===== src/rtl/text_pkg.sv =====
// Shared definitions for the on-screen text layer: cell word layout, font geometry and
// the default text grid size. Used by the renderer and by the text writer blocks.
package text_pkg;

    // Cell word layout: bit 8 = valid, bit 7 = blink attribute, bits 5:0 = glyph code
    localparam int unsigned CELL_VALID_BIT = 8;
    localparam int unsigned BLINK_BIT      = 7;
    localparam int unsigned GLYPH_W        = 6;
    localparam int unsigned FONT_ROW_W     = 8;

    // Default text grid
    localparam int unsigned TEXT_COLS = 40;
    localparam int unsigned TEXT_ROWS = 30;

    // Linear cell address; cols is a constant at every call site so the multiply folds
    function automatic logic [15:0] cell_addr(input logic [15:0] row,
                                              input logic [15:0] col,
                                              input int unsigned cols = TEXT_COLS);
        logic [31:0] sum;
        sum = 32'(row) * cols + 32'(col);
        return sum[15:0];
    endfunction

endpackage


===== src/rtl/text_sync_delay.sv =====
// Strobe-gated delay line for the raster timing flags (active/hsync/vsync), so they
// leave the renderer on the same strobe as the matching text pixel.
module text_sync_delay #(
    parameter int unsigned WIDTH  = 3,
    parameter int unsigned STAGES = 3   // must be 2 or more
) (
    input  logic             clk,
    input  logic             rst_n,
    input  logic             stb,
    input  logic [WIDTH-1:0] d,
    output logic [WIDTH-1:0] q
);

    logic [STAGES-1:0][WIDTH-1:0] pipe_q;

    // Shift one stage per strobe; hold otherwise
    always_ff @(posedge clk or negedge rst_n) begin
        if (!rst_n) begin
            pipe_q <= '0;
        end else if (stb) begin
            pipe_q <= {pipe_q[STAGES-2:0], d};
        end
    end

    assign q = pipe_q[STAGES-1];

endmodule


===== src/rtl/text_layer_renderer.sv =====
// Text layer renderer: looks up the text cell under the beam, fetches the glyph row from
// the font ROM and emits one text pixel per strobe, 3 strobes after the beam position,
// with active/hsync/vsync delayed to match.
// Optional macro TEXT_BLINK_EN: bit 7 of a cell word makes it blink (32 frames on, 32 off).
module text_layer_renderer
    import text_pkg::*;
#(
    parameter int unsigned COLS       = TEXT_COLS,
    parameter int unsigned ROWS       = TEXT_ROWS,
    parameter int unsigned SCALE_LOG2 = 1,
    parameter int unsigned XW         = 10
) (
    input  logic                  clk,
    input  logic                  rst_n,
    input  logic                  pix_stb,
    input  logic [XW-1:0]         x_in,
    input  logic [XW-1:0]         y_in,
    input  logic                  active_in,
    input  logic                  hsync_in,
    input  logic                  vsync_in,
    output logic [15:0]           ram_addr,
    input  logic [15:0]           ram_dout,
    output logic [GLYPH_W+2:0]    font_addr,
    input  logic [FONT_ROW_W-1:0] font_row,
    output logic                  text_on,
    output logic                  active_out,
    output logic                  hsync_out,
    output logic                  vsync_out
);

    localparam int unsigned CELL_SHIFT = 3 + SCALE_LOG2;

    logic [XW-1:0]      col;
    logic [XW-1:0]      row;
    logic               in_grid_d;
    logic [15:0]        addr_d;
    logic [2:0]         xsub_d;
    logic [2:0]         ysub_d;

    logic [15:0]        addr_q;
    logic               in_grid_q;
    logic [2:0]         xsub_q;
    logic [2:0]         ysub_q;

    logic               cell_valid_d;
    logic [GLYPH_W+2:0] font_addr_d;
    logic [2:0]         bit_idx_d;
    logic               blink_dark;

    logic               cell_valid_q;
    logic [GLYPH_W+2:0] font_addr_q;
    logic [2:0]         bit_idx_q;

    logic               text_on_q;
    logic [2:0]         sync_q;
    logic               unused_bits;

    // Only some bits of the cell word and of the beam coordinates matter
    assign unused_bits = ^{ram_dout, x_in, y_in};

    // S0 combinational: beam position to cell address and in-grid flag
    always_comb begin
        col       = x_in >> CELL_SHIFT;
        row       = y_in >> CELL_SHIFT;
        in_grid_d = active_in & (32'(col) < COLS) & (32'(row) < ROWS);
        addr_d    = cell_addr(16'(row), 16'(col), COLS);
        xsub_d    = 3'(x_in >> SCALE_LOG2);
        ysub_d    = 3'(y_in >> SCALE_LOG2);
    end

    // S0 registers: address goes straight out to the text RAM
    always_ff @(posedge clk or negedge rst_n) begin
        if (!rst_n) begin
            addr_q    <= '0;
            in_grid_q <= 1'b0;
            xsub_q    <= '0;
            ysub_q    <= '0;
        end else if (pix_stb) begin
            addr_q    <= addr_d;
            in_grid_q <= in_grid_d;
            xsub_q    <= xsub_d;
            ysub_q    <= ysub_d;
        end
    end

`ifdef TEXT_BLINK_EN
    logic [5:0] frame_cnt_q;
    logic       vsync_prev_q;

    // Frame counter: one count per vsync rising edge seen on strobes
    always_ff @(posedge clk or negedge rst_n) begin
        if (!rst_n) begin
            frame_cnt_q  <= '0;
            vsync_prev_q <= 1'b0;
        end else if (pix_stb) begin
            vsync_prev_q <= vsync_in;
            if (vsync_in && !vsync_prev_q) begin
                frame_cnt_q <= frame_cnt_q + 6'd1;
            end
        end
    end

    assign blink_dark = ram_dout[BLINK_BIT] & frame_cnt_q[5];
`else
    assign blink_dark = 1'b0;
`endif

    // S1 combinational: cell word to font address; out-of-grid results are masked here
    always_comb begin
        cell_valid_d = ram_dout[CELL_VALID_BIT] & in_grid_q & ~blink_dark;
        font_addr_d  = {ram_dout[GLYPH_W-1:0], ysub_q};
        bit_idx_d    = 3'd7 - xsub_q;
    end

    // S1 registers: font address goes straight out to the font ROM
    always_ff @(posedge clk or negedge rst_n) begin
        if (!rst_n) begin
            cell_valid_q <= 1'b0;
            font_addr_q  <= '0;
            bit_idx_q    <= '0;
        end else if (pix_stb) begin
            cell_valid_q <= cell_valid_d;
            font_addr_q  <= font_addr_d;
            bit_idx_q    <= bit_idx_d;
        end
    end

    // S2 register: pick the glyph pixel out of the font row
    always_ff @(posedge clk or negedge rst_n) begin
        if (!rst_n) begin
            text_on_q <= 1'b0;
        end else if (pix_stb) begin
            text_on_q <= cell_valid_q & font_row[bit_idx_q];
        end
    end

    text_sync_delay #(
        .WIDTH  (3),
        .STAGES (3)
    ) u_sync_delay (
        .clk   (clk),
        .rst_n (rst_n),
        .stb   (pix_stb),
        .d     ({active_in, hsync_in, vsync_in}),
        .q     (sync_q)
    );

    assign ram_addr   = addr_q;
    assign font_addr  = font_addr_q;
    assign text_on    = text_on_q;
    assign active_out = sync_q[2];
    assign hsync_out  = sync_q[1];
    assign vsync_out  = sync_q[0];

endmodule

===== config.mk =====
export PLATFORM = sky130hd
export DESIGN_NAME = text_layer_renderer
export DESIGN_NICKNAME = d
export VERILOG_FILES = /design/src/rtl/text_pkg.sv /design/src/rtl/text_sync_delay.sv /design/src/rtl/text_layer_renderer.sv
export SDC_FILE = /design/constraint.sdc
export NUM_CORES = 1
export LEC_CHECK = 0
export CAP_MARGIN = 20
export CORE_UTILIZATION = 44
export CTS_CLUSTER_SIZE = 30
export DETAILED_ROUTE_END_ITERATION = 8
export HOLD_SLACK_MARGIN = 0.1
export PLACE_DENSITY = 0.78
export RECOVER_POWER = 25
export REMOVE_ABC_BUFFERS = 1
export SYNTH_ARGS = -nofsm -noshare
export SYNTH_HDL_FRONTEND = slang
export SYNTH_HIERARCHICAL = 1
export SYNTH_SLANG_ARGS = --single-unit

===== constraint.sdc =====
create_clock -name clk -period 1.5 [get_ports clk]
set_input_delay 0.225 -clock clk [delete_from_list [all_inputs] [get_ports clk]]
set_output_delay 0.225 -clock clk [all_outputs]
set_load 0.01 [all_outputs]

[After elaboration in Yosys (flattened, before gate mapping)]
Cells that the tools add are included.
Operators by class
  multiplexer cells: 2
  multipliers: 1
  magnitude comparators: 3
  bitwise operators: 4
  add/subtract/negate cells: 2
Operator list (count)
  $add 12x6->13: 1
  $mul 6x3->9 const B: 1
  $lt 6x5->1 const B: 1
  $lt 6x6->1 const B: 1
  $and 1x1->1: 4
  $lt 3x4->1 const B: 1
  $bmux 1 s3: 1
  $sub 3x3->3 const A: 1
  $mux 1: 1
Storage, ports and cells
  register bits: 46
  logic and storage cells: 23
  output and inout port bits: 29

[Depth between registers and ports, before layout]
  depth in word-level cells: 3
  mapped depth: 9
  mapped depth without buffers: 9

[Hierarchy]
Netlist, hierarchy kept.
Modules (own cells, without submodules)
  text_layer_renderer: cells each 145, area each 1762.9 sq um, sequential area each 850.8 sq um, instances 1
  text_sync_delay: cells each 22, area each 394.1 sq um, sequential area each 225.2 sq um, instances 1

[Worst setup path after synthesis]
No wires, ideal clock.
  kind: input to register
  start: input y_in[5]
  end: register addr_q[10], in the netlist ram_addr[10]
  path buffers: 0
  path slack: -0.581 ns
  library setup time: 0.125 ns
  data required time: 1.375 ns
  arrival time: 1.956 ns
  stages: 9
  cells stage by stage: ha_1 ha_1 inv_1 fa_1 xnor2_2 nand2_1 nor4_2 xnor2_1 mux2_4
Between the ends
  word-level cells in the longest chain between the ends: 2
Ends and longest elaborated chain
  start: declaration: RTL line text_layer_renderer.sv:17  | input logic [XW-1:0] y_in,
  $mul 6x3->9: RTL line text_pkg.sv:20  | sum = 32'(row) * cols + 32'(col);
  $add 12x6->13: RTL line text_pkg.sv:20
  end signal: assignment: RTL line text_layer_renderer.sv:79  | addr_q <= addr_d;
  end: declaration: RTL line text_layer_renderer.sv:40  | logic [15:0] addr_q;
Every way passes these cells.
A chain may end at the register's enable or synchronous reset.

[Worst setup path after layout]
Same ends and word-level chain as after synthesis.

==> out/summary.txt <==
Clock Latency Late Sink: 0.29 ns
Outcome: complete, but fails checks
TritonCTS clock tree: yes
Synth async-reset ratio: 100.0%
Overflow after GRT: 0
Slew Viols, Final: 0
Biggest area consumer among synthesized cells: dfrtp_1
Post-Route WL: 4.457 mm
Die width: 72.02 µm
DP Wirelength: 3.298 mm
CTS Buf Count: 5
GR peak layer: met2
WHS Path Cells: 2
Worst-case hold path end point: ram_addr[9]
Synth warn: 6
Complex-gate fraction of the synthesized area: 5.278%
Final ANT Viol Nets: 0
Crit path max fanout: 2
Diode count: 0
Reg2reg end: text_on
Pwr/cell area: 980.9 nW/µm²
First-pass GRT wire length: 7.203 mm
Clock Sinks: 43
Element type at the critical path end: flip-flop
Adder-cell share of the synthesized area: 8.237%
Arr. time, crit path: 2.03 ns
Overall power: 3.238 mW
F_max: 541.5 MHz
Mux contribution to synthesized area: 21.40%
Number of port buffers: 64
Worst-Margin Slew: 0.9097 ns
R2R depth: 3
Final setup violation count: 4
FP Rows: 25
Worst setup SP type: input port
EDFF count, synth: 0
Commonest cells in the netlist: dfrtp_1, mux2_2, inv_1
# IOs: 79
Util after Layout: 69.88%
Multi-input logic area: 1127 µm²
Gr usage total: 18.27%
Max incr delay on CP: 0.38 ns
Longest Clk Path Bufs: 2
Pleak: 1.421 nW
Post-synthesis simple-gate area fraction: 6.032%
Hold_sp: pix_stb
Period utilisation layout: 123.1%
Crit-path cells: buf_6, ha_4, ha_4, inv_2, fa_2, nand2b_1, a21oi_1, xnor2_1, xnor2_1, mux2_4
Placed Cells: 309
Final Hold Vio Count: 0
Worst endpoint required time: 1.68 ns
Final Net Count: 317
Die height: 72.02 µm
Top FF cell, synth: dfrtp_1
Initial DRC count: 47
Initial Util: 45.67%
Max Cap Violations: 0
Count leader, synth: dfrtp_1
Routed len/inst: 13.84 µm
Place WS: -1.168 ns
First-pass DRT Iterations: 4
Largest net degree at the start of global routing: 22
Root buffer cell: clkbuf_8
Netlist cell types: 35
Sequential element share of the synthesized area: 49.88%
Unrepaired setup endpoints after global routing: true
GRT met3 Usage: 4.306%
Post-Synth XOR/XNOR Area: 3.190%
Reg2reg start: bit_idx_q[0]
Avg Inst Size Synth: 12.92 µm²
Post-synthesis cell count: 167
Slew margin rel.: 39.36%
Critical-path top delay cell: fa_2
Failing checks: negative setup slack
Fill cell count: 352
Largest family of logic cells by synthesized area: multiplexers
Post-route setup slack: -0.3466 ns
# DRC: 0
Fin Clk Skew: 0.002971 ns
Synth top area share: 49.88%
GR Util met1: 23.91%
Yosys reg bits: 43
Core Footprint: 4723 µm²
R2R setup slack: 0.19 ns
GR Util met2: 30.19%
Min-delay worst type: in2reg
Area growth syn-to-layout: 53.02%
Share of layout cells above drive strength 1: 37.25%
Register area: 1076 µm²
Worst VDD drop: 0.0007629 V
Fin crit period: 1.847 ns
Via-to-Cell Ratio: 4.786
Via count: 1541
Die ar.: 5186 µm²
CTS HTree Levels: 2
Clock-pin slew on the worst setup and hold paths: 0.08 ns
Mapped Area: 2157 µm²
Post-route insts no fill: 322
Initial antenna violation count: 0
Synth area leaders: dfrtp_1, mux2_2, mux2_4
Critical path type: in2reg
Vias in the first global route: 1549
Final Wtd Congestion: 0.7681
[state kept, by name (all words and copies together), names as in the netlist]
register	count
bit_idx_q	3
cell_valid_q	1
font_addr	9
in_grid_q	1
ram_addr	13
text_on	1
u_sync_delay/pipe_q	6
u_sync_delay/q	3
xsub_q	3
ysub_q	3
[repair_timing]
action                     in CTS  in global routing
resized for setup              55                  7
hold buffers                    1                  0
pin swaps                      22                  6
gates cloned                    0                  0
setup endpoints to repair       7                  5
setup buffers                   4                  1
hold endpoints to repair       14                  0
[power breakdown]
part	switching (mW)	internal, mW
Combinational	0.391	0.651
Sequential	0.0925	1.32
Clock	0.366	0.420
[how the worst max path moves through the flow]
stage / from / end / slack [ns] / cells after the start
floorplan: y_in[5] / ram_addr[10] / -0.58 / 9
global placement: y_in[5] / ram_addr[10] / -1.06 / 10
detailed placement: y_in[5] / ram_addr[10] / -1.17 / 10
CTS: y_in[5] / ram_addr[10] / -0.32 / 10
global route: y_in[5] / ram_addr[10] / -0.38 / 10
finish: y_in[5] / ram_addr[10] / -0.35 / 10
[layout by cell type, fill, tap and decap left out, types with 2 or more instances in the layout]
cell type / n
clkdlybuf4s50_1: 53
dfrtp_1: 43
mux2_2: 20
buf_4: 19
inv_1: 10
mux2_4: 8
ha_4: 8
nor2_1: 7
clkbuf_8: 7
a21oi_1: 6
buf_6: 5
xnor2_1: 4
o21ai_0: 4
inv_2: 3
xnor2_2: 3
nor2b_1: 3
mux2i_1: 3
conb_1: 3
clkbuf_1: 3
buf_2: 3
buf_12: 3
mux2_1: 3
or2_1: 2
mux4_2: 2
nand4_1: 2
fa_2: 2
ha_1: 2
[through the flow]
| stage | hold WS, ns | cell area, µm² | setup TNS [ns] |
|---|---|---|---|
| finish | 0.3584 | 3301 | -1.043 |
| global placement | 0.1666 | 2998 | -5.907 |
| global route | 0.3779 | 3301 | -1.243 |
| CTS | 0.3463 | 3284 | -0.9768 |
| detailed placement | 0.1660 | 2998 | -6.274 |
| floorplan | -0.07059 | 2088 | -1.851 |
[worst max-delay path, delay by kind of cell]
kind | cells | cell delay [ns]
simple gates | 1 | 0.17
mux | 1 | 0.26
buf+inv | 2 | 0.14
xor+xnor | 2 | 0.31
compound gates | 1 | 0.15
fa+ha+maj | 3 | 0.77
[layout make-up]
class                   instances  share of cell area (%)
clock buffers                   8                   3.033
inverters                      13                   1.478
multi-input cells             101                   34.15
flip-flops and latches         43                   32.60
well taps                      67                   2.540
repair buffers                 90                   26.19
[kinds of logic after synthesis]
family,after synthesis
buf+inv,25
simple gates,23
xor+xnor,7
other cells,1
fa+ha+maj,13
compound gates,19
flops,43
mux,36
[routing by layer]
metal | share of wire (%) | routed length [µm]
met1 | 46 | 2061
met2 | 48 | 2139
met3 | 4.8 | 215
met4 | 0.90 | 40
met5 | 0 | 0
No activity file was read; power rests on OpenSTA's default activity.
